### config.mk
export PLATFORM = sky130hd
export DESIGN_NAME = shift_add_multiplier
export DESIGN_NICKNAME = d
export VERILOG_FILES = /design/src/rtl/mult_pkg.sv /design/src/rtl/shift_add_multiplier_full_adder.sv /design/src/rtl/shift_add_multiplier.sv
export SDC_FILE = /design/constraint.sdc
export NUM_CORES = 1
export LEC_CHECK = 0
export CORE_ASPECT_RATIO = 0.6
export CORE_MARGIN = 2
export CORE_UTILIZATION = 25
export CTS_CLUSTER_DIAMETER = 200
export CTS_CLUSTER_SIZE = 14
export DETAILED_ROUTE_END_ITERATION = 7
export PLACE_DENSITY = 0.47
export SETUP_SLACK_MARGIN = 0.1
export SLEW_MARGIN = 5
export SYNTH_ARGS = -nofsm -noshare
export SYNTH_HDL_FRONTEND = slang
export SYNTH_SLANG_ARGS = --single-unit
export TNS_END_PERCENT = 20
### constraint.sdc
create_clock -name clk -period 4.53 [get_ports clk]
set_input_delay 1.1325 -clock clk [delete_from_list [all_inputs] [get_ports clk]]
set_output_delay 1.1325 -clock clk [all_outputs]
set_load 0.1 [all_outputs]
### src/rtl/mult_pkg.sv
// Shared definitions for the shift-add multiplier.
// Holds the fixed datapath widths, the step count and the FSM state type.
package mult_pkg;

  localparam int OP_W      = 4;  // operand width
  localparam int PROD_W    = 8;  // product / accumulator width
  localparam int NUM_STEPS = 4;  // one shift-add step per multiplier bit
  localparam int CNT_W     = 2;  // wide enough to count NUM_STEPS steps

  typedef enum logic [1:0] {
    IDLE = 2'd0,
    CALC = 2'd1,
    DONE = 2'd2
  } state_t;

endpackage

### src/rtl/shift_add_multiplier_full_adder.sv
// 4-bit ripple-carry adder used by the multiplier datapath.
// Ports:
//   a, b  : 4-bit addends
//   cin   : carry in
//   sum   : 4-bit sum
//   cout  : carry out of the top bit
module full_adder
  import mult_pkg::*;
(
  input  logic [OP_W-1:0] a,
  input  logic [OP_W-1:0] b,
  input  logic            cin,
  output logic [OP_W-1:0] sum,
  output logic            cout
);

  logic [OP_W:0] carry;

  // NOTE: every signal written in a combinational block gets a value on every
  // path (defaults first), otherwise synthesis infers a latch.
  always_comb begin
    carry    = '0;
    sum      = '0;
    carry[0] = cin;
    for (int i = 0; i < OP_W; i++) begin
      sum[i]       = a[i] ^ b[i] ^ carry[i];
      carry[i + 1] = (a[i] & b[i]) | (carry[i] & (a[i] ^ b[i]));
    end
  end

  assign cout = carry[OP_W];

endmodule

### src/rtl/shift_add_multiplier.sv
// Sequential 4x4 unsigned shift-add multiplier.
// A start in IDLE captures the operands; four CALC cycles each add the
// multiplicand into the upper half of the accumulator (when the current
// multiplier bit is set) and shift right; the product is registered on the
// last step and announced by a one-cycle done pulse.
// Ports:
//   clk     : clock, rising edge
//   rst     : synchronous active-high reset
//   start   : request a multiply (only honoured in IDLE)
//   a, b    : unsigned multiplicand / multiplier
//   product : registered a*b, held until the next result
//   busy    : high while calculating
//   done    : one-cycle pulse when product is new
module shift_add_multiplier
  import mult_pkg::*;
(
  input  logic              clk,
  input  logic              rst,
  input  logic              start,
  input  logic [OP_W-1:0]   a,
  input  logic [OP_W-1:0]   b,
  output logic [PROD_W-1:0] product,
  output logic              busy,
  output logic              done
);

  state_t              state_q,   state_d;
  logic [OP_W-1:0]     mcand_q,   mcand_d;
  logic [PROD_W-1:0]   acc_q,     acc_d;
  logic [CNT_W-1:0]    count_q,   count_d;
  logic [PROD_W-1:0]   product_q, product_d;
  logic                busy_q,    busy_d;
  logic                done_q,    done_d;

  logic [OP_W-1:0]     add_sum;
  logic                add_cout;
  logic [PROD_W-1:0]   step_acc;

  // Upper half of the accumulator plus the multiplicand.
  full_adder u_adder (
    .a    (acc_q[PROD_W-1:OP_W]),
    .b    (mcand_q),
    .cin  (1'b0),
    .sum  (add_sum),
    .cout (add_cout)
  );

  // One shift-add step. The adder carry lands in acc[7] after the shift, so
  // no bit of the partial product is ever lost.
  always_comb begin
    if (acc_q[0]) begin
      step_acc = {add_cout, add_sum, acc_q[OP_W-1:1]};
    end else begin
      step_acc = {1'b0, acc_q[PROD_W-1:OP_W], acc_q[OP_W-1:1]};
    end
  end

  always_comb begin
    state_d   = state_q;
    mcand_d   = mcand_q;
    acc_d     = acc_q;
    count_d   = count_q;
    product_d = product_q;

    case (state_q)
      IDLE: begin
        if (start) begin
          state_d = CALC;
          mcand_d = a;
          acc_d   = {{(PROD_W-OP_W){1'b0}}, b};
          count_d = '0;
        end
      end
      CALC: begin
        acc_d   = step_acc;
        count_d = count_q + 1'b1;
        if (count_q == CNT_W'(NUM_STEPS - 1)) begin
          state_d   = DONE;
          product_d = step_acc;
        end
      end
      DONE: begin
        state_d = IDLE;
      end
      default: begin
        state_d = IDLE;
      end
    endcase

    // Status flags are derived from the next state so they are registered
    // alongside it and line up exactly with the CALC / DONE cycles.
    busy_d = (state_d == CALC);
    done_d = (state_d == DONE);
  end

  // NOTE: sequential state is updated with non-blocking assignments so every
  // flop samples the pre-edge values of the others.
  // NOTE: all datapath registers are reset, not just the FSM, so an aborted
  // operation leaves no stale partial product behind.
  always_ff @(posedge clk) begin
    if (rst) begin
      state_q   <= IDLE;
      mcand_q   <= '0;
      acc_q     <= '0;
      count_q   <= '0;
      product_q <= '0;
      busy_q    <= 1'b0;
      done_q    <= 1'b0;
    end else begin
      state_q   <= state_d;
      mcand_q   <= mcand_d;
      acc_q     <= acc_d;
      count_q   <= count_d;
      product_q <= product_d;
      busy_q    <= busy_d;
      done_q    <= done_d;
    end
  end

  assign product = product_q;
  assign busy    = busy_q;
  assign done    = done_q;

endmodule

==> impl_metrics.csv <==
group,metric,value,unit
sta,fin_tns_setup,0,ns
global_route,antenna_found_initial,0,
power,finalPower,441,µW
power,p_clk_frac,0.329,
global_route,grt.total_usage,0.0991,
clock_network,clockRootBuffer,"clkbuf_8",
placed_design,gp_congestion,0.719,
setup_path,cpMaxStageDelayCell,"clkdlybuf4s50_1",
routing,ant_nets,0,
placed_design,dpl_worst_slack,1.65,ns
setup_path,cp.buffers_inverters,1,
floorplanning,core,0.00449,mm²
setup_path,critPathLaunch,"product[5]$_SDFFE_PP0P_",
placed_design,dpl.hpwl,1780,µm
synthesis,netlist.top_cell.by_area,"dfxtp_1",
power,seqPwrFrac,0.558,
sta,hold_violations,0,
clock_network,cts_resized,0,
routing,drc,0,
global_route,grt_pass1_vias,872,
sta,worstMarginPinSlew,1.05,ns
routing,viasPerCell,4.41,
floorplanning,die-area,0.00518,mm²
sta,setup_violations,0,
setup_path,end_kind,"primary output",
sta,fin_crit_sh,0.640,
setup_path,crit_family,"buffers and inverters",
clock_network,postCtsHoldBufs,0,
finish,diodes,0,
global_route,grt_pass1_wl,4020,µm
setup_path,critPathCapture,"product[5]",
placed_design,portBuffers,20,
setup_path,max_stage_delay,1.14,ns
finish,syn_to_final_growth,24.2,%
power,switchingPower,104,µW
setup_path,worst-path-stages,1,
sta,slew_headroom,0.299,
min_path,min_path_type,"reg2reg",
setup_path,worstPathCellList,"clkdlybuf4s50_1",
power,p_comb_frac,0.112,
routing,drt_iter0_markers,14,
setup_path,path_class,"reg2out",
power,p_leak,0.500,nW
floorplanning,die_w,91.6,µm
power,netSwitchingFraction,0.236,
synthesis,synth_edf_count,0,
synthesis,synth_seq_cells,26,
routing,dr.pass1.iters,5,
routing,wl_per_cell,12.4,µm
sta,finalClockSkew,0.00116,ns
routing,wirelength,2450,µm
synthesis,yosysMostFrequentCell,"dfxtp_1",
sta,fin_ws,1.63,ns
synthesis,synth_top_area_frac,0.453,
clock_network,clk_pin_slew,0.08,ns
clock_network,cts_tree,"built",
power,p_int,337,µW
finish,fillerInstances,477,
setup_path,r2r-end,"acc_q[6]$_SDFFE_PP0P_",
routing,num_vias,873,
finish,nets,152,
power,peakVddDrop,0.141,mV
power,p_per_area,309,mW/mm²
clock_network,cts_setup_buffers,0,
synthesis,syn_nets,135,
setup_path,r2r_cells,9,
synthesis,netlist_top_cells_count,"26 x dfxtp_1, 13 x nand2_1, 13 x nor2_1, 12 x inv_1, 8 x a21oi_1",
sta,final_max_slew_viol_count,0,
clock_network,clkSinkCount,26,
sta,fmax,345,MHz
synthesis,syn-instance-count,119,
sta,fin_crit,2.90,ns
clock_network,clock_latency,0.26,ns
synthesis,ys_async_sr_fraction,0,
synthesis,avgSynthCellArea,9.66,µm²
setup_path,cp.arrival,1.77,ns
synthesis,yosys_warnings,0,
floorplanning,fp.dieH,56.5,µm
flow_run,maxCapViolCount,0,
clock_network,clockBufferDepth,2,
setup_path,required,3.40,ns
floorplanning,pin_count,21,
global_route,overflow,0,
outcome,status,"finished clean",
setup_path,r2r_slack,2.16,ns
sta,rsz0062_at_grt,"false",
setup_path,timing.rr.start,"acc_q[4]$_SDFFE_PP0P_",
clock_network,cts_max_level,1,
synthesis,yosys-top-cells-area,"dfxtp_1 45%, fa_1 5.2%, mux2i_1 5.2%",
clock_network,cts_buffers,3,
finish,drive_gt1_frac,0.0667,
floorplanning,row_count,19,
setup_path,path_max_fanout,2,
synthesis,synth_area,0.00115,mm²
global_route,grt_max_degree,29,
floorplanning,start_util,0.256,
setup_path,startpoint_type,"flip-flop",
synthesis,synth_ff_type,"dfxtp_1",
synthesis,yosysSeqAreaShare,0.453,
synthesis,synth.distinct_cells,31,
[power by group through the flow]
stage / sequential (mW) / combinational [mW] / clock (mW)
5_1_grt: 0.248 / 0.0544 / 0.163
4_1_cts: 0.246 / 0.0499 / 0.155
6_report: 0.246 / 0.0495 / 0.145
3_3_place_gp: 0.251 / 0.0484 / 0
3_5_place_dp: 0.252 / 0.0496 / 0
2_1_floorplan: 0.252 / 0.0351 / 0
[area by class of cell]
cell class                      instances  area, µm²  share of cell area
Clock buffer                            4       55.1              0.0386
Inverter                               12       45.0              0.0316
Multi-Input combinational cell         73        528               0.370
Sequential cell                        26        520               0.365
Tap cell                               63       78.8              0.0552
Timing Repair Buffer                   20        200               0.140
[cells by family (layout without fill, tap and decap cells)]
logic type | count (synthesis) | after routing | synth area share
AOI/OAI and AO/OA | 26 | 26 | 0.170
buffers and inverters | 20 | 36 | 0.0881
DFF | 26 | 26 | 0.453
muxes | 7 | 7 | 0.0620
and+or+nand+nor | 35 | 35 | 0.153
adders and majority gates | 5 | 5 | 0.0740
[how the worst min path moves through the flow]
stage                                  startpoint                      end  slack, ns  depth (start not counted)
after floorplan             acc_q[3]$_SDFFE_PP0P_  product[2]$_SDFFE_PP0P_       0.44                          2
after global placement    product[2]$_SDFFE_PP0P_  product[2]$_SDFFE_PP0P_       0.46                          2
after detailed placement  product[4]$_SDFFE_PP0P_  product[4]$_SDFFE_PP0P_       0.46                          2
after CTS                 product[4]$_SDFFE_PP0P_  product[4]$_SDFFE_PP0P_       0.47                          2
after global routing      product[2]$_SDFFE_PP0P_  product[2]$_SDFFE_PP0P_       0.50                          2
final                     product[4]$_SDFFE_PP0P_  product[4]$_SDFFE_PP0P_       0.46                          2
[placed cells by master, fill, tap and decap left out]
cell type | Yosys | routed
clkbuf_8 | 0 | 4
a22oi_1 | 2 | 2
mux2i_1 | 6 | 6
nor4b_2 | 1 | 1
a32oi_1 | 1 | 1
nor4_1 | 1 | 1
nand2b_1 | 1 | 1
a311o_1 | 1 | 1
nand3b_1 | 1 | 1
nor2_1 | 13 | 13
nand2_1 | 13 | 13
nand3_1 | 1 | 1
nor3_1 | 1 | 1
dfxtp_1 | 26 | 26
nor2b_1 | 1 | 1
o21bai_4 | 1 | 1
ha_1 | 2 | 2
o211ai_1 | 4 | 4
nor3b_4 | 1 | 1
clkdlybuf4s50_1 | 0 | 20
o22ai_1 | 3 | 3
fa_1 | 3 | 3
and3b_1 | 1 | 1
a21oi_1 | 8 | 8
a211oi_2 | 1 | 1
a221oi_1 | 3 | 3
a211oi_1 | 2 | 2
mux2_2 | 1 | 1
inv_1 | 12 | 12
[registers in the layout, indices dropped and copies added, names as in the netlist]
signal,cells
product,8
busy,1
acc_q,8
mcand_q,4
done,1
count_q,2
state_q,2
[stage by stage]
stage	utilization	hold slack, ns	std cells	cell area, µm²
after floorplan	-	0.445	119	1150
after global placement	0.305	0.456	194	1370
after detailed placement	0.305	0.457	194	1370
after CTS	0.318	0.470	198	1430
after global routing	0.318	0.499	198	1430
final	0.318	0.462	198	1430
[routing by layer]
| metal | global-route usage | wire length (µm) | vias to the layer above | share of wire |
|---|---|---|---|---|
| li1 | - | - | 440 | - |
| met1 | 0.140 | 1300 | 412 | 0.53 |
| met2 | 0.144 | 997 | 19 | 0.41 |
| met3 | 0.0336 | 136 | 2 | 0.055 |
| met4 | 0.0260 | 13 | 0 | 0.0053 |
| met5 | 0 | 0 | - | 0 |
No activity file was read; power rests on OpenSTA's default activity.
